`config.mk`:
```
export PLATFORM = sky130hd
export DESIGN_NAME = water_reminder_scheduler_flat
export DESIGN_NICKNAME = d
export VERILOG_FILES = /design/src/rtl/water_reminder_scheduler_pkg.sv /design/src/rtl/water_reminder_scheduler_if.sv /design/src/rtl/water_reminder_scheduler_tick_prescaler.sv /design/src/rtl/water_reminder_scheduler.sv /design/src/flat_wrapper.sv
export SDC_FILE = /design/constraint.sdc
export NUM_CORES = 1
export LEC_CHECK = 0
export BUFFER_PORTS_ARGS = -buffer_cell sky130_fd_sc_hd__buf_4
export CAP_MARGIN = 40
export CORE_AREA = 2 2 89 91
export CTS_CLUSTER_DIAMETER = 100
export DETAILED_ROUTE_END_ITERATION = 8
export DIE_AREA = 0 0 91 93
export PLACE_DENSITY_LB_ADDON = 0.3
export SYNTH_ARGS = -nofsm -noshare
export SYNTH_HDL_FRONTEND = slang
export SYNTH_HIERARCHICAL = 1
export SYNTH_SLANG_ARGS = --single-unit
```
`constraint.sdc`:
```
create_clock -name clk -period 12.11 [get_ports clk]
set_clock_uncertainty 0.05 [all_clocks]
set_input_delay 0.6055 -clock clk [delete_from_list [all_inputs] [get_ports clk]]
set_output_delay 0.6055 -clock clk [all_outputs]
set_load 0.01 [all_outputs]
```
`src/rtl/water_reminder_scheduler_pkg.sv`:
```
// Shared types and default timing constants for the water-reminder datapath.
// The tick defaults are also consumed by the display logic.
package water_reminder_pkg;

  typedef enum logic [1:0] {
    ST_IDLE   = 2'd0,
    ST_COUNT  = 2'd1,
    ST_ALERT  = 2'd2,
    ST_SNOOZE = 2'd3
  } sched_state_t;

  localparam int unsigned MISSED_W             = 4;
  localparam int unsigned DEFAULT_TICK_DIV     = 50_000_000;
  localparam int unsigned DEFAULT_INTERVAL_W   = 12;
  localparam int unsigned DEFAULT_SNOOZE_TICKS = 300;
  localparam int unsigned DEFAULT_REPEAT_TICKS = 60;
  localparam int unsigned DEFAULT_MAX_REPEATS  = 3;

  function automatic logic [MISSED_W-1:0] sat_inc_missed(input logic [MISSED_W-1:0] v);
    return (v == '1) ? v : v + MISSED_W'(1);
  endfunction

endpackage

```
`src/rtl/water_reminder_scheduler_if.sv`:
```
// Scheduler-facing bundle: user/extender inputs and registered status outputs.
interface water_reminder_scheduler_if #(
  parameter int unsigned INTERVAL_W = 12
);
  import water_reminder_pkg::*;

  logic                  enable;
  logic [INTERVAL_W-1:0] interval;
  logic                  ack;
  logic                  snooze;
  logic                  ext_active;
  logic                  reminder;
  logic [1:0]            state;
  logic [MISSED_W-1:0]   missed_count;
  logic [INTERVAL_W-1:0] remaining;

  modport master (
    output enable, interval, ack, snooze, ext_active,
    input  reminder, state, missed_count, remaining
  );

  modport slave (
    input  enable, interval, ack, snooze, ext_active,
    output reminder, state, missed_count, remaining
  );

endinterface

```
`src/rtl/water_reminder_scheduler_tick_prescaler.sv`:
```
// Divides clk down to a one-cycle tick every TICK_DIV cycles while running.
module tick_prescaler #(
  parameter int unsigned TICK_DIV = 50_000_000
) (
  input  logic clk,
  input  logic reset,
  input  logic run,
  input  logic clear,
  output logic tick
);

  localparam int unsigned CNT_W = (TICK_DIV > 2) ? $clog2(TICK_DIV) : 1;
  localparam logic [CNT_W-1:0] LAST = CNT_W'(TICK_DIV - 1);

  logic [CNT_W-1:0] count_q, count_d;

  assign tick = run && (count_q == LAST);

  always_comb begin
    count_d = count_q;
    if (clear) begin
      count_d = '0;
    end else if (run) begin
      count_d = tick ? '0 : count_q + CNT_W'(1);
    end
  end

  always_ff @(posedge clk or negedge reset) begin
    if (!reset) count_q <= '0;
    else        count_q <= count_d;
  end

endmodule

```
`src/rtl/water_reminder_scheduler.sv`:
```
// Reminder scheduler: interval countdown, alert/snooze handling, repeat and
// missed-reminder accounting, and the one-cycle reminder pulse to the extender.
module water_reminder_scheduler
  import water_reminder_pkg::*;
#(
  parameter int unsigned TICK_DIV     = DEFAULT_TICK_DIV,
  parameter int unsigned INTERVAL_W   = DEFAULT_INTERVAL_W,
  parameter int unsigned SNOOZE_TICKS = DEFAULT_SNOOZE_TICKS,
  parameter int unsigned REPEAT_TICKS = DEFAULT_REPEAT_TICKS,
  parameter int unsigned MAX_REPEATS  = DEFAULT_MAX_REPEATS
) (
  input logic                       clk,
  input logic                       reset,
  water_reminder_scheduler_if.slave bus
);

  localparam int unsigned REP_W = 4;
  localparam logic [INTERVAL_W-1:0] SNOOZE_RELOAD = INTERVAL_W'(SNOOZE_TICKS);
  localparam logic [INTERVAL_W-1:0] REPEAT_RELOAD = INTERVAL_W'(REPEAT_TICKS);
  localparam logic [REP_W-1:0]      REP_LAST      = REP_W'(MAX_REPEATS - 1);

  sched_state_t          state_q, state_d;
  logic [INTERVAL_W-1:0] remaining_q, remaining_d;
  logic [REP_W-1:0]      rep_q, rep_d;
  logic [MISSED_W-1:0]   missed_q, missed_d;
  logic                  pend_q, pend_d;
  logic                  reminder_q, reminder_d;

  logic                  tick;
  logic                  reload;
  logic                  expire;
  logic [INTERVAL_W-1:0] interval_target;

  assign interval_target = (bus.interval == '0) ? INTERVAL_W'(1) : bus.interval;
  assign expire          = tick && (remaining_q == INTERVAL_W'(1));

  tick_prescaler #(
    .TICK_DIV (TICK_DIV)
  ) u_prescaler (
    .clk   (clk),
    .reset (reset),
    .run   (state_q != ST_IDLE),
    .clear ((state_q == ST_IDLE) || !bus.enable || reload),
    .tick  (tick)
  );

  always_comb begin
    state_d     = state_q;
    remaining_d = remaining_q;
    rep_d       = rep_q;
    missed_d    = missed_q;
    pend_d      = pend_q;
    reminder_d  = 1'b0;
    reload      = 1'b0;

    if (!bus.enable) begin
      state_d     = ST_IDLE;
      remaining_d = '0;
      rep_d       = '0;
      pend_d      = 1'b0;
    end else begin
      unique case (state_q)
        ST_IDLE: begin
          state_d     = ST_COUNT;
          remaining_d = interval_target;
          reload      = 1'b1;
        end

        ST_COUNT: begin
          if (expire) begin
            state_d     = ST_ALERT;
            remaining_d = REPEAT_RELOAD;
            pend_d      = 1'b1;
            reload      = 1'b1;
          end else if (tick) begin
            remaining_d = remaining_q - INTERVAL_W'(1);
          end
        end

        ST_ALERT: begin
          // Issue first so a response in the same cycle cannot swallow a pulse
          // that was already cleared to go; a repeat below may re-arm pend.
          if (pend_q && !bus.ext_active) begin
            reminder_d = 1'b1;
            pend_d     = 1'b0;
          end
          if (bus.ack) begin
            state_d     = ST_COUNT;
            remaining_d = interval_target;
            rep_d       = '0;
            pend_d      = 1'b0;
            reload      = 1'b1;
          end else if (bus.snooze) begin
            state_d     = ST_SNOOZE;
            remaining_d = SNOOZE_RELOAD;
            rep_d       = '0;
            pend_d      = 1'b0;
            reload      = 1'b1;
          end else if (expire) begin
            reload = 1'b1;
            if (rep_q < REP_LAST) begin
              rep_d       = rep_q + REP_W'(1);
              pend_d      = 1'b1;
              remaining_d = REPEAT_RELOAD;
            end else begin
              state_d     = ST_COUNT;
              missed_d    = sat_inc_missed(missed_q);
              rep_d       = '0;
              remaining_d = interval_target;
            end
          end else if (tick) begin
            remaining_d = remaining_q - INTERVAL_W'(1);
          end
        end

        ST_SNOOZE: begin
          if (bus.ack) begin
            state_d     = ST_COUNT;
            remaining_d = interval_target;
            reload      = 1'b1;
          end else if (expire) begin
            state_d     = ST_ALERT;
            remaining_d = REPEAT_RELOAD;
            pend_d      = 1'b1;
            reload      = 1'b1;
          end else if (tick) begin
            remaining_d = remaining_q - INTERVAL_W'(1);
          end
        end

        default: state_d = ST_IDLE;
      endcase
    end
  end

  always_ff @(posedge clk or negedge reset) begin
    if (!reset) begin
      state_q     <= ST_IDLE;
      remaining_q <= '0;
      rep_q       <= '0;
      missed_q    <= '0;
      pend_q      <= 1'b0;
      reminder_q  <= 1'b0;
    end else begin
      state_q     <= state_d;
      remaining_q <= remaining_d;
      rep_q       <= rep_d;
      missed_q    <= missed_d;
      pend_q      <= pend_d;
      reminder_q  <= reminder_d;
    end
  end

  assign bus.reminder     = reminder_q;
  assign bus.state        = state_q;
  assign bus.missed_count = missed_q;
  assign bus.remaining    = remaining_q;

endmodule

```
`src/flat_wrapper.sv`:
```
// flat-port wrapper written by rule: the top's interface ports become plain ports
module water_reminder_scheduler_flat import water_reminder_pkg::*;
#(
  parameter int unsigned TICK_DIV     = DEFAULT_TICK_DIV,
  parameter int unsigned INTERVAL_W   = DEFAULT_INTERVAL_W,
  parameter int unsigned SNOOZE_TICKS = DEFAULT_SNOOZE_TICKS,
  parameter int unsigned REPEAT_TICKS = DEFAULT_REPEAT_TICKS,
  parameter int unsigned MAX_REPEATS  = DEFAULT_MAX_REPEATS
)
  (clk, reset, bus_enable, bus_interval, bus_ack, bus_snooze, bus_ext_active, bus_reminder, bus_state, bus_missed_count, bus_remaining);
  water_reminder_scheduler_if #(.INTERVAL_W(INTERVAL_W)) bus_i ();
  input logic clk;
  input logic reset;
  input wire logic [$bits(bus_i.enable)-1:0] bus_enable;
  input wire logic [$bits(bus_i.interval)-1:0] bus_interval;
  input wire logic [$bits(bus_i.ack)-1:0] bus_ack;
  input wire logic [$bits(bus_i.snooze)-1:0] bus_snooze;
  input wire logic [$bits(bus_i.ext_active)-1:0] bus_ext_active;
  output wire logic [$bits(bus_i.reminder)-1:0] bus_reminder;
  output wire logic [$bits(bus_i.state)-1:0] bus_state;
  output wire logic [$bits(bus_i.missed_count)-1:0] bus_missed_count;
  output wire logic [$bits(bus_i.remaining)-1:0] bus_remaining;
  assign bus_i.enable = bus_enable;
  assign bus_i.interval = bus_interval;
  assign bus_i.ack = bus_ack;
  assign bus_i.snooze = bus_snooze;
  assign bus_i.ext_active = bus_ext_active;
  assign bus_reminder = bus_i.reminder;
  assign bus_state = bus_i.state;
  assign bus_missed_count = bus_i.missed_count;
  assign bus_remaining = bus_i.remaining;
  water_reminder_scheduler #(.TICK_DIV(TICK_DIV), .INTERVAL_W(INTERVAL_W), .SNOOZE_TICKS(SNOOZE_TICKS), .REPEAT_TICKS(REPEAT_TICKS), .MAX_REPEATS(MAX_REPEATS)) u_core (.clk(clk), .reset(reset), .bus(bus_i));
endmodule
```
==> impl_metrics.toml, run 1 <==
[outcome]
status = "completed"

[sta]
hold_viol_final = 0
setup_tns_ps = 0
setup_viol = 0
tightest_slew_ps = 843.0
period_minus_slack_ps = 5245
period_share_pct = 43.31
rsz0062_at_grt = "no"
relSlewSlack_pct = 43.20
max_freq_mhz = 190.6
drv_slew = 0

[worst_setup_path]
worst-path-buf-inv = 3
crit_family = "simple AND/OR/NAND/NOR gates"
start_kind = "flop"
rrSetupSlack_ps = 6860
timing.rr.start = "u_core/bus.state[0]$_DFFE_PN0P_"
cp_cell_sequence = "inv_1 -> ha_1 -> clkinv_1 -> and4_1 -> nand4_1 -> or2_2 -> inv_1 -> and4bb_2 -> and4_2 -> nand2_1 -> and2_1 -> o21ai_0 -> nor2_2 -> or3_1 -> nor4_2 -> xnor2_1 -> nor2_2"
worstPathRequired_ps = 12250
worstSetupEndpointType = "flop"
cp_slowest_cell = "o21ai_0"
critPathMaxFanout = 18
r2r-end = "u_core/u_prescaler/count_q[19]$_DFFE_PN0P_"
crit_type = "flop to flop"
slowest_delay_ps = 670
r2r_cells = 17
crit_arrival_ps = 5380

[cts]
clk_pin_slew_ps = 110
cts.path.max_buffers = 2
cts_setup_buffers = 0
cts_tree = "built"
clock_sinks = 50
ctsHtreeMaxLevel = 2
cts_root_buffer = "clkbuf_8"
cts_resized = 0
cts_buffers = 5
hold_buffers = 0
clk_latency_ps = 310

[global_routing]
antenna_found_initial = 0
gr-total-overflow = 0
grt_pass1_wl_mm = 13.87
gr-usage-all-layers_pct = 20.31
grt_max_degree = 51
first_global_vias = 2658

[placement]
gp_congestion = 0.9437
dp_hpwl_mm = 5.931
port_buffers = 36

[synthesis]
synth_top_cells_by_count = "50 x dfrtp_1, 43 x nor2_1, 35 x nand2_1"
yosys.area.top_type = "dfrtp_1"
synth_edf_count = 0
ys_ff_latch = 50
syn_area_um2 = 3253
syn_avg_cell_area_um2 = 9.036
seq_area_frac_synth_pct = 38.46
yosysTopAreaCellShare_pct = 38.46
synth.most_common_cell = "dfrtp_1"
syn-num-nets = 388
yosys_warnings = 6
synthCells = 360
async_flop_share_pct = 100.0
synthFlopType = "dfrtp_1"
ys_top_cells_by_area = "dfrtp_1 38%, nor2_1 5.0%, xnor2_1 4.6%"
synth.distinct_cells = 59

[floorplanning]
coreArea_um2 = 7527
fp-row-count = 32
io_pins = 37
die_y_um = 93
fp.dieW_um = 91
die_area_um2 = 8463
start_util_pct = 43.22

[route]
drt_pre_antenna_iters = 4
wl_per_cell_um = 16.53
viasPerCell = 5.775
num_vias = 2853
drc_errors = 0
ant_nets = 0
drt_iter0_drc = 206
wirelength_mm = 8.168

[run]
maxCapViolations = 0

[finish]
nNetsFinal = 419
drive_above_1_share_pct = 17.09
post-route-util_pct = 49.27
diodes = 0
syn_to_final_growth_pct = 14.00

[pwr]
irDropWorstVdd_uv = 45.21
leakagePower_uw = 0.001527
powerDensity_nw_per_um2 = 95.92

[hold_path]
holdCritPathClass = "input pin to async pin"
[per-layer routing]
layer  GRT usage, %  vias up  wire length [um]
li1               -     1384                 -
met1          30.19     1357              3898
met2          30.99      102              3717
met3          3.384       10               476
met4          4.798        0                76
met5              0        -                 0
[metrics by stage]
| stage | total power [uW] | hold slack, ps | instances | setup slack [ps] | cell area, um2 |
|---|---|---|---|---|---|
| 3_3_place_gp | 234.0 | 424.0 | 486 | 7043 | 3592 |
| 6_report | 355.7 | 247.5 | 494 | 6865 | 3709 |
| 2_1_floorplan | 209.3 | 259.9 | 360 | 7233 | 3253 |
| 5_1_grt | 374.5 | 302.2 | 494 | 6396 | 3709 |
| 4_1_cts | 358.6 | 280.1 | 494 | 6863 | 3709 |
| 3_5_place_dp | 233.8 | 420.9 | 486 | 6906 | 3592 |
[logic make-up after synthesis]
group / count (synthesis) / synth area share (%)
AO/OA/AOI/OAI: 69 / 14.46
XOR/XNOR: 29 / 7.808
adder cells (fa/ha/maj): 10 / 3.846
buffers and inverters: 26 / 3.423
flip-flops: 50 / 38.46
multiplexers: 6 / 2.077
AND/OR/NAND/NOR: 170 / 29.92
[sequential cells by signal (all words and copies together), names as in the netlist]
signal,flops
u_core/u_prescaler/count_q,26
u_core/bus.remaining,12
u_core/bus.missed_count,4
u_core/rep_q,4
u_core/bus.state,2
u_core/bus.reminder,1
u_core/pend_q,1
[worst max path at each step]
stage                                                from                                          to  slack (ps)  cells past startpoint
after global placement    u_core/bus.state[0]$_DFFE_PN0P_  u_core/u_prescaler/count_q[19]$_DFFE_PN0P_        7040                     17
after global routing      u_core/bus.state[0]$_DFFE_PN0P_  u_core/u_prescaler/count_q[19]$_DFFE_PN0P_        6400                     17
after CTS                 u_core/bus.state[0]$_DFFE_PN0P_  u_core/u_prescaler/count_q[19]$_DFFE_PN0P_        6860                     17
after floorplan           u_core/bus.state[0]$_DFFE_PN0P_  u_core/u_prescaler/count_q[19]$_DFFE_PN0P_        7230                     22
after detailed placement  u_core/bus.state[0]$_DFFE_PN0P_  u_core/u_prescaler/count_q[19]$_DFFE_PN0P_        6910                     17
final                     u_core/bus.state[0]$_DFFE_PN0P_  u_core/u_prescaler/count_q[19]$_DFFE_PN0P_        6860                     17
[cell type report]
| cell class | instances | area (um2) |
|---|---|---|
| Multi-Input combinational cell | 284 | 1891 |
| Timing Repair Buffer | 36 | 270.3 |
| Clock inverter | 3 | 47.55 |
| Sequential cell | 50 | 1251 |
| Clock buffer | 5 | 68.82 |
| Fill cell | 751 | 3819 |
| Inverter | 14 | 52.55 |
| Tap cell | 102 | 127.6 |
[power by group]
part           total (uW)  leakage, uW  internal [uW]  switching, uW
registers             177     0.000688            171           6.26
clock network         125    0.0000587           62.7           62.3
logic                53.7     0.000781           20.3           33.4
total                 356      0.00153            254            102
[layout by cell type, fill, tap and decap left out, types with 5 or more instances in the layout]
cell type and n:
ha_1 10, a21oi_1 14, o21ai_0 19, xnor2_1 17, mux2_2 6, inv_1 13, nor2_1 43, nor3_1 12
buf_4 36, nand3_1 17, clkbuf_8 5, nand2_1 35, nand4_1 11, nor4_1 8, dfrtp_1 50, xor2_1 12
Note: power is estimated with default switching activity, not from simulation.
==> inputs of run 2 (changes only) <==
==> constraint.sdc (replaced) <==
create_clock -name clk -period 5.14 [get_ports clk]
set_clock_uncertainty 0.05 [all_clocks]
set_input_delay 0.257 -clock clk [delete_from_list [all_inputs] [get_ports clk]]
set_output_delay 0.257 -clock clk [all_outputs]
set_load 0.01 [all_outputs]
==> run 2 against run 1 <==
Against the previous run: critical endpoint unchanged; cell area grew 1.0%; sequential share of layout area shrank 0.34 points; cell count grew 0.81%; clock-buffer cell count grew 1; largest cell class unchanged; sequential power grew 140%; via count grew 1.4%; first-iteration DRC count grew 19%; wire length is essentially flat.
==> impl_metrics.toml, run 2 (same netlist as run 1, synthesis figures left out) <==
[floorplanning]
io_pins = 37
start_util_pct = 43.22
die_y_um = 93
fp.dieW_um = 91
fp-row-count = 32
coreArea_um2 = 7527
die_area_um2 = 8463

[worst_setup_path]
cp_slowest_cell = "or3_1"
worstPathRequired_ps = 5300
cp_cell_sequence = "inv_1 -> ha_1 -> clkinv_1 -> and4_1 -> nand4_1 -> or2_2 -> inv_1 -> and4bb_2 -> and4_2 -> nand2_1 -> and2_1 -> o21ai_0 -> nor2_2 -> or3_1 -> nor4_2 -> xnor2_1 -> nor2_2"
slowest_delay_ps = 560
critPathMaxFanout = 10
worstSetupEndpointType = "flop"
crit_arrival_ps = 4760
start_kind = "flop"
crit_type = "flop to flop"

[finish]
nNetsFinal = 423
diodes = 0
nFillCells = 750
multiInputGateArea_um2 = 1891
syn_to_final_growth_pct = 15.15
regMostFlops = "u_core/u_prescaler/count_q"
post-route-util_pct = 49.77
final_common_cell = "dfrtp_1"
drive_above_1_share_pct = 17.68
largest_reg_flops = 26
ff_latch_area_um2 = 1251
final_cell_mix = "50 x dfrtp_1, 43 x nor2_1, 39 x buf_4"

[sta]
max_freq_mhz = 217.3
tightest_slew_ps = 742.5
relSlewSlack_pct = 50.05
period_minus_slack_ps = 4602
drv_slew = 0
rsz0062_at_grt = "no"
period_share_pct = 89.53
setup_viol = 0
setup_tns_ps = 0
hold_viol_final = 0

[placement]
gp_congestion = 0.8989
dp_hpwl_mm = 5.936
port_buffers = 36

[cts]
cts_resized = 0
clk_pin_slew_ps = 100
ctsHtreeMaxLevel = 2
clock_sinks = 50
clk_latency_ps = 310
cts.path.max_buffers = 2
cts_setup_buffers = 0
hold_buffers = 1
cts_root_buffer = "clkbuf_8"
cts_tree = "built"
cts_buffers = 5

[outcome]
status = "completed"

[hold_path]
holdCritPathClass = "input pin to flop"

[route]
routed.top_layer = "met4"
wirelength_mm = 8.169
drt_iter0_drc = 245
ant_nets = 0
wl_met1_mm = 3.887
viasPerCell = 5.807
drc_errors = 0
drt_pre_antenna_iters = 5
num_vias = 2892
wl_met2_mm = 3.768
wl_met3_um = 435
wl_per_cell_um = 16.40

[global_routing]
grt_max_degree = 51
grt_pass1_wl_mm = 13.84
gr-usage-all-layers_pct = 20.24
antenna_found_initial = 0
gr-total-overflow = 0
first_global_vias = 2756

[run]
maxCapViolations = 0

[pwr]
powerDensity_nw_per_um2 = 227.0
irDropWorstVdd_uv = 113.5
leakagePower_uw = 0.001548
## run 2: final cells by class
type                            instances  area share (%)
Sequential cell                        50           33.40
Clock buffer                            6           2.204
Tap cell                              102           3.407
Inverter                               14           1.403
Multi-Input combinational cell        284           50.47
Timing Repair Buffer                   40           8.083
Clock inverter                          2           1.035
## run 2: critical path, delay by kind of cell (launching register included)
kind | cells | cell delay, ps
AND/OR/NAND/NOR | 11 | 2830
AO/OA/AOI/OAI | 1 | 300
flip-flops | 1 | 420
adder cells (fa/ha/maj) | 1 | 320
buffers and inverters | 3 | 410
XOR/XNOR | 1 | 170
## run 2: layer usage
layer  GRT usage [%]  up-vias
met5               0        -
met4           5.177        0
met3           2.498        8
met2           30.93       88
met1           30.46     1409
li1                -     1387
## run 2: power breakdown
part	total (uW)	internal (uW)	switching, uW
registers	417	402	14.8
clock network	302	160	142
logic	131	51.1	80.1
## run 2: final timing paths
kind	startpoint	end	slack [ps]	cells after the start
max	u_core/bus.state[0]$_DFFE_PN0P_	u_core/u_prescaler/count_q[19]$_DFFE_PN0P_	540	17
min	bus_interval[7]	u_core/bus.remaining[7]$_DFF_PN0_	120	2
max reg2reg	u_core/bus.state[0]$_DFFE_PN0P_	u_core/u_prescaler/count_q[19]$_DFFE_PN0P_	540	17
min reg2reg	u_core/rep_q[3]$_DFFE_PN0P_	u_core/rep_q[3]$_DFFE_PN0P_	450	1
max in group asynchronous	reset	u_core/bus.remaining[9]$_DFF_PN0_	4160	2
min in group asynchronous	reset	u_core/u_prescaler/count_q[14]$_DFFE_PN0P_	460	2
## run 2: through the flow
step                      total power (uW)  instances  cell area, um2  hold WS (ps)  worst slack [ps]
after detailed placement             554.1        489            3615         275.6             609.1
after floorplan                      493.2        360            3253        -88.59             263.3
after global placement               553.3        489            3615         277.6             724.6
final                                850.4        498            3746         115.4             538.3
after CTS                            853.8        498            3746         107.5             544.8
after global routing                 887.1        498            3746         111.4             206.2
